**src/rtl/uart_pkg.sv**
```systemverilog
// uart_pkg: shared definitions for the parametrised UART TX (and future RX).
//   - Parity mode encodings (2'b11 is treated as no parity).
//   - Transmit state enumeration.
//   - Minimum data width and a helper that clamps a requested width.
package uart_pkg;

    localparam logic [1:0] PAR_NONE = 2'b00;
    localparam logic [1:0] PAR_EVEN = 2'b01;
    localparam logic [1:0] PAR_ODD  = 2'b10;

    localparam int unsigned NBITS_MIN = 5;

    typedef enum logic [2:0] {
        IDLE,
        START,
        DATA,
        PARITY,
        STOP
    } tx_state_e;

    // Requested data width forced into NBITS_MIN..max_bits.
    function automatic int unsigned clamp_nbits(input logic [3:0]  nbits,
                                                input int unsigned max_bits);
        int unsigned n;
        n = 32'(nbits);
        if (n < NBITS_MIN) begin
            n = NBITS_MIN;
        end else if (n > max_bits) begin
            n = max_bits;
        end
        return n;
    endfunction

endpackage

```
**src/rtl/uart_baud_gen.sv**
```systemverilog
// uart_baud_gen: bit-period counter shared by the UART TX and RX.
//   Clk  - system clock
//   Rst  - synchronous active-high reset, clears the counter
//   clr  - restart the bit period (takes priority over en)
//   en   - count enable
//   tick - high in the last cycle (count CLKS_PER_BIT-1) of each bit period
module uart_baud_gen #(
    parameter int unsigned CLKS_PER_BIT = 434
) (
    input  logic Clk,
    input  logic Rst,
    input  logic clr,
    input  logic en,
    output logic tick
);

    localparam int unsigned     CW   = (CLKS_PER_BIT > 1) ? $clog2(CLKS_PER_BIT) : 1;
    localparam logic [CW-1:0]   LAST = CW'(CLKS_PER_BIT - 1);

    logic [CW-1:0] cnt_q;
    logic [CW-1:0] cnt_d;

    always_comb begin
        cnt_d = cnt_q;
        if (clr) begin
            cnt_d = '0;
        end else if (en) begin
            cnt_d = (cnt_q == LAST) ? '0 : cnt_q + CW'(1);
        end
    end

    assign tick = en && !clr && (cnt_q == LAST);

    always_ff @(posedge Clk) begin
        if (Rst) begin
            cnt_q <= '0;
        end else begin
            cnt_q <= cnt_d;
        end
    end

endmodule

```
**src/rtl/uart_tx_param.sv**
```systemverilog
// uart_tx_param: parametrised UART transmitter with valid/ready input.
//   Clk     - system clock
//   Rst     - synchronous active-high reset (aborts any frame in flight)
//   TxData  - word to send, LSB first
//   NBits   - data bits per frame, clamped to 5..DATA_BITS_MAX
//   Parity  - 00 none, 01 even, 10 odd, 11 none
//   TwoStop - 0 one stop bit, 1 two stop bits
//   TxValid - upstream offers a word
//   TxReady - word accepted on TxValid & TxReady (idle only)
//   Tx      - serial line, idle high
//   TxBusy  - frame in progress
//   TxDone  - one-cycle pulse in the final cycle of the last stop bit
module uart_tx_param
    import uart_pkg::*;
#(
    parameter int unsigned CLKS_PER_BIT  = 434,
    parameter int unsigned DATA_BITS_MAX = 8
) (
    input  logic                     Clk,
    input  logic                     Rst,
    input  logic [DATA_BITS_MAX-1:0] TxData,
    input  logic [3:0]               NBits,
    input  logic [1:0]               Parity,
    input  logic                     TwoStop,
    input  logic                     TxValid,
    output logic                     TxReady,
    output logic                     Tx,
    output logic                     TxBusy,
    output logic                     TxDone
);

    localparam int unsigned IW = (DATA_BITS_MAX > 1) ? $clog2(DATA_BITS_MAX) : 1;

    tx_state_e                state_q, state_d;
    logic                     tx_q, tx_d;
    logic                     ready_q, ready_d;
    logic                     busy_q, busy_d;
    logic [DATA_BITS_MAX-1:0] data_q, data_d;
    logic [IW-1:0]            last_idx_q, last_idx_d;
    logic [IW-1:0]            bit_idx_q, bit_idx_d;
    logic                     par_en_q, par_en_d;
    logic                     par_bit_q, par_bit_d;
    logic                     two_stop_q, two_stop_d;
    logic                     stop_idx_q, stop_idx_d;

    logic                     accept;
    logic                     tick;
    logic                     frame_end;
    int unsigned              n_acc;
    logic                     xor_acc;
    logic                     par_en_acc;
    logic                     par_odd_acc;

    uart_baud_gen #(
        .CLKS_PER_BIT(CLKS_PER_BIT)
    ) u_baud (
        .Clk  (Clk),
        .Rst  (Rst),
        .clr  (accept),
        .en   (busy_q),
        .tick (tick)
    );

    assign accept = ready_q && TxValid;

    // Frame parameters evaluated from the live inputs, latched on acceptance.
    // Parity only covers the bits that will actually be sent.
    always_comb begin
        n_acc   = clamp_nbits(NBits, DATA_BITS_MAX);
        xor_acc = 1'b0;
        for (int unsigned i = 0; i < DATA_BITS_MAX; i++) begin
            if (i < n_acc) begin
                xor_acc = xor_acc ^ TxData[i];
            end
        end
        par_en_acc  = 1'b0;
        par_odd_acc = 1'b0;
        case (Parity)
            PAR_EVEN: par_en_acc = 1'b1;
            PAR_ODD: begin
                par_en_acc  = 1'b1;
                par_odd_acc = 1'b1;
            end
            PAR_NONE: par_en_acc = 1'b0;
            default:  par_en_acc = 1'b0;
        endcase
    end

    always_comb begin
        state_d    = state_q;
        data_d     = data_q;
        last_idx_d = last_idx_q;
        bit_idx_d  = bit_idx_q;
        par_en_d   = par_en_q;
        par_bit_d  = par_bit_q;
        two_stop_d = two_stop_q;
        stop_idx_d = stop_idx_q;

        unique case (state_q)
            IDLE: begin
                if (accept) begin
                    data_d     = TxData;
                    last_idx_d = IW'(n_acc - 1);
                    bit_idx_d  = '0;
                    par_en_d   = par_en_acc;
                    par_bit_d  = xor_acc ^ par_odd_acc;
                    two_stop_d = TwoStop;
                    stop_idx_d = 1'b0;
                    state_d    = START;
                end
            end
            START: begin
                if (tick) begin
                    state_d = DATA;
                end
            end
            DATA: begin
                if (tick) begin
                    if (bit_idx_q == last_idx_q) begin
                        state_d = par_en_q ? PARITY : STOP;
                    end else begin
                        bit_idx_d = bit_idx_q + IW'(1);
                    end
                end
            end
            PARITY: begin
                if (tick) begin
                    state_d = STOP;
                end
            end
            STOP: begin
                if (tick) begin
                    if (stop_idx_q == two_stop_q) begin
                        state_d = IDLE;
                    end else begin
                        stop_idx_d = 1'b1;
                    end
                end
            end
            default: state_d = IDLE;
        endcase

        // Line and handshake outputs are decoded from the next state so the
        // registered values line up with the state they belong to.
        unique case (state_d)
            IDLE:    tx_d = 1'b1;
            START:   tx_d = 1'b0;
            DATA:    tx_d = data_d[bit_idx_d];
            PARITY:  tx_d = par_bit_d;
            STOP:    tx_d = 1'b1;
            default: tx_d = 1'b1;
        endcase
        ready_d = (state_d == IDLE);
        busy_d  = (state_d != IDLE);
    end

    always_ff @(posedge Clk) begin
        if (Rst) begin
            state_q    <= IDLE;
            tx_q       <= 1'b1;
            ready_q    <= 1'b0;
            busy_q     <= 1'b0;
            data_q     <= '0;
            last_idx_q <= '0;
            bit_idx_q  <= '0;
            par_en_q   <= 1'b0;
            par_bit_q  <= 1'b0;
            two_stop_q <= 1'b0;
            stop_idx_q <= 1'b0;
        end else begin
            state_q    <= state_d;
            tx_q       <= tx_d;
            ready_q    <= ready_d;
            busy_q     <= busy_d;
            data_q     <= data_d;
            last_idx_q <= last_idx_d;
            bit_idx_q  <= bit_idx_d;
            par_en_q   <= par_en_d;
            par_bit_q  <= par_bit_d;
            two_stop_q <= two_stop_d;
            stop_idx_q <= stop_idx_d;
        end
    end

    // TxDone has to coincide with the last stop-bit cycle, which is only
    // known from the baud tick in that same cycle, so it is decoded from
    // registered state rather than held in its own flop. Suppressed while
    // Rst is asserted so an aborted frame never reports completion.
    assign frame_end = (state_q == STOP) && tick && (stop_idx_q == two_stop_q);

    assign Tx      = tx_q;
    assign TxReady = ready_q;
    assign TxBusy  = busy_q;
    assign TxDone  = frame_end && !Rst;

endmodule

```
**config.mk**
```make
export PLATFORM = sky130hd
export DESIGN_NAME = uart_tx_param
export DESIGN_NICKNAME = d
export VERILOG_FILES = /design/src/rtl/uart_pkg.sv /design/src/rtl/uart_baud_gen.sv /design/src/rtl/uart_tx_param.sv
export SDC_FILE = /design/constraint.sdc
export NUM_CORES = 1
export LEC_CHECK = 0
export BUFFER_PORTS_ARGS = -buffer_cell sky130_fd_sc_hd__buf_2
export CAP_MARGIN = 15
export CORE_MARGIN = 2
export CORE_UTILIZATION = 53
export DETAILED_ROUTE_END_ITERATION = 12
export HOLD_SLACK_MARGIN = 0.03
export PLACE_DENSITY = 0.74
export SLEW_MARGIN = 20
export SYNTH_ARGS = -nofsm -noshare
export SYNTH_HDL_FRONTEND = slang
export SYNTH_SLANG_ARGS = --single-unit
```
**constraint.sdc**
```tcl
create_clock -name Clk -period 2.9 [get_ports Clk]
set_clock_uncertainty 0.05 [all_clocks]
set_input_delay 0.29 -clock Clk [delete_from_list [all_inputs] [get_ports Clk]]
set_output_delay 0.29 -clock Clk [all_outputs]
set_load 0.05 [all_outputs]
```
==> results.py, run 1 <==
metrics = {
    "outcome": {
        "run_status": "finished clean",
    },
    "worst_setup_path": {
        "timing.critical_path.to_type": "flip-flop",
        "timing.critical_path.required_ns": 3.11,
        "slowest_stage": "sky130_fd_sc_hd__or4_4",
        "cpMostUsedCell": "sky130_fd_sc_hd__a41oi_2",
        "worstSetupStartpointType": "flip-flop",
        "timing_worst_setup_path_type": "reg -> reg",
        "crit_path_max_incr_delay_ns": 0.54,
        "crit_path_max_fanout": 4,
        "worstPathCellList": "ha_1 > nand4_4 > nor3_4 > a41oi_2 > or4_4 > o41a_1 > a41oi_2",
        "r2r_slack_ns": 0.42,
        "worstPathArrival_ns": 2.69,
    },
    "worst_hold_path": {
        "hold_path_class": "in -> reg",
    },
    "logic_synthesis": {
        "synth.yosys.warnings": 0,
        "synth.ff_latch_count": 33,
        "synth-edff-count": 0,
        "postSynthNetCount": 240,
        "syn_inst": 215,
        "synth_cell_type_count": 50,
        "cell_accounting_for_the_most_synthesized_area": "sky130_fd_sc_hd__dfxtp_1",
        "synthesis.area_sq_um": 1870,
        "post_synth.cell_area_avg_sq_um": 8.69,
        "postSynth.topFlopCell": "sky130_fd_sc_hd__dfxtp_1",
        "asyncSetResetFlopFracSynth": 0,
        "synth.top_cells.by_area": "sky130_fd_sc_hd__dfxtp_1 35%, sky130_fd_sc_hd__nor2_1 5.4%, sky130_fd_sc_hd__ha_1 4.7%, sky130_fd_sc_hd__xor2_1 4.7%, sky130_fd_sc_hd__nand2_1 4.6%",
        "netlist.area_leader.share": 0.354,
        "synth-seq-area-share": 0.354,
    },
    "global_routing": {
        "largest_net_degree_at_the_start_of_global_routing": 27,
        "global_route.usage.total": 0.211,
        "gr-total-overflow": 0,
        "antenna_found_initial": 0,
        "wire_length_of_the_first_global_routing_pass_microns": 6690,
        "number_of_global_route_vias_before_repair": 1478,
    },
    "timing": {
        "tightestPinTransition_ns": 0.620,
        "slew_violations": 0,
        "rsz_0062_raised_after_global_routing": "false",
        "slew_headroom": 0.576,
        "layout_min_cycle_time_ns": 2.48,
        "finalHoldViolCount": 0,
        "post-route-period-util": 0.855,
        "setup_violations": 0,
        "tns_ns": 0,
        "max_freq_mhz": 403,
    },
    "finish": {
        "area_delta_synth_final_pct": 10.7,
        "final_cell_mix": "33 x sky130_fd_sc_hd__dfxtp_1, 27 x sky130_fd_sc_hd__nor2_1, 23 x sky130_fd_sc_hd__nand2_1",
        "instances_no_fill": 283,
        "final_util": 0.615,
        "multi_input_comb_area_sq_um": 1120,
        "mostFrequentLayoutCell": "sky130_fd_sc_hd__dfxtp_1",
        "regArea_sq_um": 661,
        "antenna-diode-count": 0,
        "post_route_cells_drive_above_1_share": 0.190,
        "fin_nets": 262,
        "num-fill-cells": 320,
    },
    "floorplan": {
        "design.die.area_sq_um": 4020,
        "initial_core_util": 0.555,
        "placeable_area_sq_um": 3360,
        "boundaryPins": 22,
        "fp-row-count": 21,
        "die_width_microns": 63.4,
        "fp.dieH_microns": 63.4,
    },
    "power": {
        "power.switching_fraction": 0.263,
        "clockPowerShare": 0.331,
        "power.switching_mw": 0.253,
        "internal_power_mw": 0.711,
        "total_leakage_power_nw": 0.810,
        "power.share.combinational": 0.162,
        "post-layout-total-power_mw": 0.964,
        "p_per_area_nw_per_um2": 466,
        "power.share.sequential": 0.507,
        "peak_ir_drop_on_the_vdd_network_mv": 0.316,
    },
    "cts": {
        "clock_tree.buffer_depth": 2,
        "post_cts_resize_count": 0,
        "clock_tree.htree_level_count": 2,
        "cts_num_sinks": 33,
        "tritoncts": "done",
        "postCtsSetupBuffers": 0,
        "cts.clk_slew.worst_paths_ns": 0.09,
        "clkLatencyLatePin_ns": 0.33,
        "clock-root-buffer": "sky130_fd_sc_hd__clkbuf_4",
        "cts_hold_buf": 0,
        "cts_made_buffers": 5,
    },
    "drt": {
        "wl_met2_microns": 1590,
        "post-route-drc-count": 0,
        "met1_wl_microns": 1910,
        "route.detailed.vias_per_inst": 5.71,
        "via_count": 1616,
        "routed.top_layer": "met4",
        "route.detailed.wl_per_inst_microns": 13.2,
        "initialDrtViolationCount": 51,
        "detail_route.wirelength_microns": 3740,
        "dr.pass1.iters": 4,
        "wl_met3_microns": 185,
        "drtAntennaViolNets": 0,
    },
    "flow_run": {
        "max_cap_violations": 0,
    },
    "placed_design": {
        "portBuffers": 21,
        "dp.cells": 276,
        "post-dp-hpwl_microns": 2830,
        "gp_congestion": 0.848,
    },
}
-- worst paths after layout --
path / startpoint / to / cells after the start
setup / recovery: u_baud.cnt_q[0] / Tx / 7
hold reg to reg: data_q[1] / data_q[1] / 2
setup reg to reg: u_baud.cnt_q[0] / Tx / 7
hold / removal: TwoStop / two_stop_q / 3
-- critical path: cells and delay by family, from the launching register on --
family	cells	cell delay [ns]
AOI/OAI and AO/OA	3	0.77
and+or+nand+nor	3	0.94
adders and majority gates	1	0.25
DFF	1	0.40
-- layout make-up --
cell class,instances,share of cell area
Multi-Input combinational cell,166,0.543
Sequential cell,33,0.319
Timing Repair Buffer,24,0.0617
Tap cell,46,0.0278
Clock buffer,5,0.0181
Clock inverter,2,0.0169
Inverter,7,0.0127
-- per-layer routing --
metal | track usage | vias to the layer above
met2 | 0.313 | 44
met1 | 0.293 | 739
li1 | - | 825
met5 | 0 | -
met3 | 0.0482 | 8
met4 | 0.0924 | 0
-- synth_stat cells, drive strengths merged (5+ instances only) --
cell,count
a21oi,10
a211oi,6
nor3,5
dfxtp,33
nand3,8
nor2,28
nand2,23
inv,7
nand4,5
nor2b,5
clkbuf,6
nor4,7
ha,7
xor2,10
xnor2,9
-- metrics by stage --
stage / worst slack, ns / hold WS (ns) / cell area, sq um
floorplan: 0.314 / 0.376 / 1870
global placement: 0.484 / 0.399 / 2000
detailed placement: 0.444 / 0.402 / 2000
CTS: 0.423 / 0.125 / 2070
global route: 0.277 / 0.158 / 2070
finish: 0.422 / 0.137 / 2070
-- state kept, by name, summed over array words and instances, names as in the netlist --
signal,cells
data_q,8
last_idx_q,3
state_q,3
two_stop_q,1
bit_idx_q,3
stop_idx_q,1
TxReady,1
par_en_q,1
par_bit_q,1
u_baud.cnt_q,9
Tx,1
TxBusy,1
-- power groups by stage --
stage	registers [mW]	clock network (mW)	logic [mW]
final	0.489	0.319	0.156
after global routing	0.492	0.347	0.175
after CTS	0.489	0.333	0.157
after detailed placement	0.499	0	0.157
after global placement	0.498	0	0.156
after floorplan	0.506	0	0.110
-- cells by family (layout without fill, tap and decap cells) --
| group | Yosys count | count (layout) | synth area share |
|---|---|---|---|
| compound gates | 43 | 43 | 0.180 |
| xor+xnor | 19 | 19 | 0.0891 |
| fa+ha+maj | 7 | 7 | 0.0469 |
| buf+inv | 16 | 38 | 0.0482 |
| flops | 33 | 33 | 0.354 |
| mux | 4 | 4 | 0.0214 |
| simple gates | 93 | 93 | 0.261 |
(Power assumes the default switching activity.)
==> run 2: changes to the inputs <==
--- a/config.mk
+++ b/config.mk
@@ -8,10 +8,9 @@
 export BUFFER_PORTS_ARGS = -buffer_cell sky130_fd_sc_hd__buf_2
 export CAP_MARGIN = 15
 export CORE_MARGIN = 2
-export CORE_UTILIZATION = 53
+export CORE_UTILIZATION = 35
 export DETAILED_ROUTE_END_ITERATION = 12
 export HOLD_SLACK_MARGIN = 0.03
-export PLACE_DENSITY = 0.74
 export SLEW_MARGIN = 20
 export SYNTH_ARGS = -nofsm -noshare
 export SYNTH_HDL_FRONTEND = slang
==> run 2 against run 1 <==
Compared with the run above:
- utilization is 20 points lower
- critical path depth stayed put
- critical path type unchanged
- clock-buffer cell count increased by 1
- highest routed layer unchanged
- global-route usage fell by 6.8 points
- die area increased by 48%
- sequential power about the same
- power is 1.3% higher
- non-clock buffer count unchanged
- fmax is 0.66% lower
- clock power grew 4%
==> results.py, run 2 (synthesized netlist as in run 1, its figures left out) <==
metrics = {
    "placed_design": {
        "gp_congestion": 0.821,
        "portBuffers": 21,
        "post-dp-hpwl_microns": 2980,
        "placed_standard_cell_area_sq_um": 2030,
    },
    "worst_setup_path": {
        "crit_path_max_fanout": 7,
        "timing.critical_path.required_ns": 3.05,
        "timing_worst_setup_path_type": "reg -> reg",
        "worstSetupStartpointType": "flip-flop",
        "timing.critical_path.to_type": "flip-flop",
        "worstPathArrival_ns": 2.65,
    },
    "power": {
        "power.switching_fraction": 0.281,
        "power.share.combinational": 0.159,
        "power.switching_mw": 0.275,
        "clockPowerShare": 0.341,
        "total_leakage_power_nw": 0.814,
        "internal_power_mw": 0.702,
        "power.share.sequential": 0.500,
        "p_per_area_nw_per_um2": 463,
        "peak_ir_drop_on_the_vdd_network_mv": 0.248,
    },
    "global_routing": {
        "antenna_found_initial": 0,
        "gr-total-overflow": 0,
        "global_route.usage.total": 0.143,
        "grt.busiest_layer": "met2",
        "number_of_global_route_vias_before_repair": 1516,
        "use_met2": 0.218,
        "global_route.usage.met1": 0.202,
        "largest_net_degree_at_the_start_of_global_routing": 27,
        "grtUsageMet3": 0.0294,
        "wire_length_of_the_first_global_routing_pass_microns": 6890,
    },
    "finish": {
        "fin_nets": 262,
        "post_route_cells_drive_above_1_share": 0.189,
        "flip_flop_count_of_the_largest_register_after_layout": 9,
        "finished_layout_cell_area_sq_um": 2110,
        "regs_by_ff_count": "u_baud.cnt_q: 9 flops, data_q: 8 flops",
        "antenna-diode-count": 0,
        "mostFrequentLayoutCell": "sky130_fd_sc_hd__dfxtp_1",
        "area_delta_synth_final_pct": 12.9,
        "final_cell_mix": "33 x sky130_fd_sc_hd__dfxtp_1, 27 x sky130_fd_sc_hd__nor2_1, 23 x sky130_fd_sc_hd__nand2_1",
        "most_flops_register": "u_baud.cnt_q",
    },
    "timing": {
        "layout_min_cycle_time_ns": 2.49,
        "tns_ns": 0,
        "tightestPinTransition_ns": 0.582,
        "slew_violations": 0,
        "post-route-period-util": 0.860,
        "rsz_0062_raised_after_global_routing": "false",
        "max_freq_mhz": 401,
        "finalHoldViolCount": 0,
        "setup_violations": 0,
        "slew_headroom": 0.602,
    },
    "worst_hold_path": {
        "hold_path_class": "in -> reg",
    },
    "drt": {
        "route.detailed.vias_per_inst": 5.18,
        "via_count": 1596,
        "route.detailed.wl_per_inst_microns": 13.0,
        "initialDrtViolationCount": 122,
        "post-route-drc-count": 0,
        "detail_route.wirelength_microns": 4020,
        "drtAntennaViolNets": 0,
        "dr.pass1.iters": 4,
    },
    "floorplan": {
        "boundaryPins": 22,
        "design.die.area_sq_um": 5940,
        "fp.dieH_microns": 77.1,
        "placeable_area_sq_um": 5140,
        "die_width_microns": 77.1,
        "initial_core_util": 0.363,
        "fp-row-count": 26,
    },
    "cts": {
        "cts_num_sinks": 33,
        "tritoncts": "done",
        "cts_made_buffers": 5,
        "cts_hold_buf": 0,
        "clkLatencyLatePin_ns": 0.28,
        "clock-root-buffer": "sky130_fd_sc_hd__clkbuf_8",
        "post_cts_resize_count": 0,
        "clock_tree.buffer_depth": 2,
        "cts.clk_slew.worst_paths_ns": 0.07,
        "clock_tree.htree_level_count": 2,
        "postCtsSetupBuffers": 0,
    },
    "flow_run": {
        "max_cap_violations": 0,
    },
    "outcome": {
        "run_status": "finished clean",
    },
}
-- run 2: power groups by stage --
stage,clock network (mW),logic [mW],registers [mW]
global route,0.364,0.175,0.492
detailed placement,0,0.156,0.499
global placement,0,0.157,0.499
finish,0.333,0.155,0.489
floorplan,0,0.110,0.506
CTS,0.344,0.157,0.489
-- run 2: path summary, 6_finish.rpt --
| kind | cells past startpoint | start | endpoint | slack [ns] |
|---|---|---|---|---|
| max | 7 | u_baud.cnt_q[0] | Tx | 0.41 |
| min | 3 | TwoStop | two_stop_q | 0.21 |
| max reg2reg | 7 | u_baud.cnt_q[0] | Tx | 0.41 |
| min reg2reg | 2 | data_q[7] | data_q[7] | 0.41 |
-- run 2: metrics by stage --
stage / setup WS, ns / total power [mW] / instances / hold slack [ns] / utilization
6_report: 0.405 / 0.977 / 308 / 0.211 / 0.410
3_5_place_dp: 0.457 / 0.655 / 300 / 0.400 / 0.394
3_3_place_gp: 0.478 / 0.655 / 300 / 0.400 / 0.394
5_1_grt: 0.277 / 1.03 / 308 / 0.217 / 0.410
2_1_floorplan: 0.314 / 0.617 / 215 / 0.376 / -
4_1_cts: 0.420 / 0.990 / 308 / 0.204 / 0.410
-- run 2: per-layer routing --
| layer | up-vias | part of all wire |
|---|---|---|
| li1 | 819 | - |
| met1 | 746 | 0.52 |
| met2 | 25 | 0.45 |
| met3 | 6 | 0.027 |
| met4 | 0 | 0.011 |
| met5 | - | 0 |
-- run 2: cell type report --
class / count / area, sq um
tap: 70 / 87.6
sequential: 33 / 661
inverter: 7 / 26.3
clock inverter: 2 / 10.0
clock buffer: 6 / 72.6
timing repair buffer: 24 / 128
fill: 543 / 3030
multi-input combinational: 166 / 1120
-- run 2: critical path: stages, from the launching register on --
cell and delay, ns:
sky130_fd_sc_hd__dfxtp_1 0.41, sky130_fd_sc_hd__ha_1 0.23, sky130_fd_sc_hd__and4_1 0.26, sky130_fd_sc_hd__nand3_2 0.17, sky130_fd_sc_hd__o211ai_1 0.53, sky130_fd_sc_hd__a31oi_1 0.18
sky130_fd_sc_hd__a2111o_1 0.42, sky130_fd_sc_hd__a41oi_2 0.16
==> run 3: changes to the inputs <==
--- a/config.mk
+++ b/config.mk
@@ -7,10 +7,15 @@
 export LEC_CHECK = 0
 export BUFFER_PORTS_ARGS = -buffer_cell sky130_fd_sc_hd__buf_2
 export CAP_MARGIN = 15
+export CELL_PAD_IN_SITES_DETAIL_PLACEMENT = 0
+export CELL_PAD_IN_SITES_GLOBAL_PLACEMENT = 1
 export CORE_MARGIN = 2
 export CORE_UTILIZATION = 35
+export CTS_CLUSTER_DIAMETER = 80
 export DETAILED_ROUTE_END_ITERATION = 12
 export HOLD_SLACK_MARGIN = 0.03
+export PLACE_DENSITY_LB_ADDON = 0.1
+export RECOVER_POWER = 50
 export SLEW_MARGIN = 20
 export SYNTH_ARGS = -nofsm -noshare
 export SYNTH_HDL_FRONTEND = slang
==> run 3 against run 2 <==
Compared with the run above:
- via count rose by 0.25%
- register-to-register slack got worse by 0.05 ns
- sequential share of layout area rose by 0.093 points
- die area did not move
- flip-flop and latch count did not move
- clock-buffer cell count rose by 1
- critical path depth fell by 1
- worst setup slack got worse by 0.048 ns
- critical endpoint unchanged
- highest routed layer unchanged
==> results.py, run 3 (synthesized netlist as in run 1, its figures left out) <==
metrics = {
    "flow_run": {
        "max_cap_violations": 0,
    },
    "finish": {
        "most_flops_register": "u_baud.cnt_q",
        "num-fill-cells": 562,
        "antenna-diode-count": 0,
        "flip_flop_count_of_the_largest_register_after_layout": 9,
        "final_cell_mix": "33 x sky130_fd_sc_hd__dfxtp_1, 28 x sky130_fd_sc_hd__nor2_1, 23 x sky130_fd_sc_hd__nand2_1",
        "fin_nets": 262,
        "mostFrequentLayoutCell": "sky130_fd_sc_hd__dfxtp_1",
        "post_route_cells_drive_above_1_share": 0.168,
        "regs_by_ff_count": "u_baud.cnt_q: 9 flops, data_q: 8 flops",
        "final_util": 0.409,
        "area_delta_synth_final_pct": 12.5,
    },
    "worst_setup_path": {
        "worstPathArrival_ns": 2.70,
        "timing.critical_path.required_ns": 3.06,
        "crit_path_max_fanout": 18,
        "worstSetupStartpointType": "flip-flop",
        "slowest_stage": "sky130_fd_sc_hd__clkbuf_1",
        "timing_worst_setup_path_type": "reg -> reg",
        "timing.critical_path.to_type": "flip-flop",
        "worstPathCellList": "nor2_1 > and3_1 > clkbuf_1 > mux2i_1 > a2111o_1 > a41oi_2",
        "crit_path_max_incr_delay_ns": 0.64,
    },
    "drt": {
        "post-route-drc-count": 0,
        "detail_route.wirelength_microns": 4220,
        "route.detailed.wl_per_inst_microns": 13.7,
        "via_count": 1600,
        "initialDrtViolationCount": 111,
        "route.detailed.vias_per_inst": 5.19,
        "drtAntennaViolNets": 0,
        "dr.pass1.iters": 4,
    },
    "timing": {
        "layout_min_cycle_time_ns": 2.54,
        "finalHoldViolCount": 0,
        "slew_violations": 0,
        "post-route-period-util": 0.877,
        "tns_ns": 0,
        "slew_headroom": 0.442,
        "rsz_0062_raised_after_global_routing": "false",
        "max_freq_mhz": 393,
        "hold-worst-slack_ns": 0.204,
        "setup_violations": 0,
        "tightestPinTransition_ns": 0.837,
    },
    "cts": {
        "post_cts_resize_count": 0,
        "postCtsSetupBuffers": 0,
        "tritoncts": "done",
        "clkLatencyLatePin_ns": 0.28,
        "clock_tree.htree_level_count": 2,
        "cts_hold_buf": 0,
        "clock_tree.buffer_depth": 2,
        "cts_made_buffers": 5,
        "cts_num_sinks": 33,
        "clock-root-buffer": "sky130_fd_sc_hd__clkbuf_8",
        "cts.clk_slew.worst_paths_ns": 0.07,
    },
    "power": {
        "total_leakage_power_nw": 0.795,
        "post-layout-total-power_mw": 1.03,
        "p_per_area_nw_per_um2": 491,
        "peak_ir_drop_on_the_vdd_network_mv": 0.187,
    },
    "worst_hold_path": {
        "hold_path_class": "in -> reg",
    },
    "floorplan": {
        "design.die.area_sq_um": 5940,
        "fp.dieH_microns": 77.1,
        "initial_core_util": 0.363,
        "placeable_area_sq_um": 5140,
        "fp-row-count": 26,
        "die_width_microns": 77.1,
        "boundaryPins": 22,
    },
    "global_routing": {
        "wire_length_of_the_first_global_routing_pass_microns": 7270,
        "gr-total-overflow": 0,
        "antenna_found_initial": 0,
        "number_of_global_route_vias_before_repair": 1481,
        "global_route.usage.total": 0.156,
        "largest_net_degree_at_the_start_of_global_routing": 27,
    },
    "placed_design": {
        "portBuffers": 21,
        "post-dp-hpwl_microns": 3200,
        "gp_congestion": 0.765,
    },
    "outcome": {
        "run_status": "finished clean",
    },
}
[run 3: cell type report]
class	count	area (sq um)	share of cell area
clock buffers	7	96.3	0.0458
clock inverters	1	5.00	0.00238
inverters	7	26.3	0.0125
multi-input cells	166	1110	0.526
flip-flops and latches	33	661	0.314
well taps	70	87.6	0.0417
repair buffers	24	120	0.0571
[run 3: stage by stage]
| stage | worst slack, ns | instances | instance area [sq um] |
|---|---|---|---|
| floorplan | 0.314 | 215 | 1870 |
| global placement | 0.477 | 300 | 2030 |
| detailed placement | 0.459 | 300 | 2030 |
| CTS | 0.444 | 308 | 2130 |
| global route | 0.152 | 308 | 2100 |
| finish | 0.357 | 308 | 2100 |
[run 3: critical path, delay by kind of cell, from the launching register on]
kind	cells	cell delay [ns]
and+or+nand+nor	2	0.59
buffers and inverters	1	0.64
muxes	1	0.21
AOI/OAI and AO/OA	2	0.59
DFF	1	0.38
[run 3: final timing paths]
path	startpoint	to	slack [ns]	cells past startpoint
worst max-delay path	state_q[2]	Tx	0.36	6
worst min-delay path	TwoStop	two_stop_q	0.20	3
worst max register to register	state_q[2]	Tx	0.36	6
worst min register to register	data_q[5]	data_q[5]	0.42	2
[run 3: metal layers]
metal	vias up	track usage	wire, microns
li1	821	-	-
met4	0	0.0661	72
met2	38	0.229	1820
met1	735	0.222	2170
met3	6	0.0294	167
met5	-	0	0
[run 3: power breakdown]
part           leakage (nW)  switching, mW  internal, mW
combinational         0.473         0.0941        0.0614
sequential            0.268         0.0161         0.472
clock                0.0542          0.174         0.215
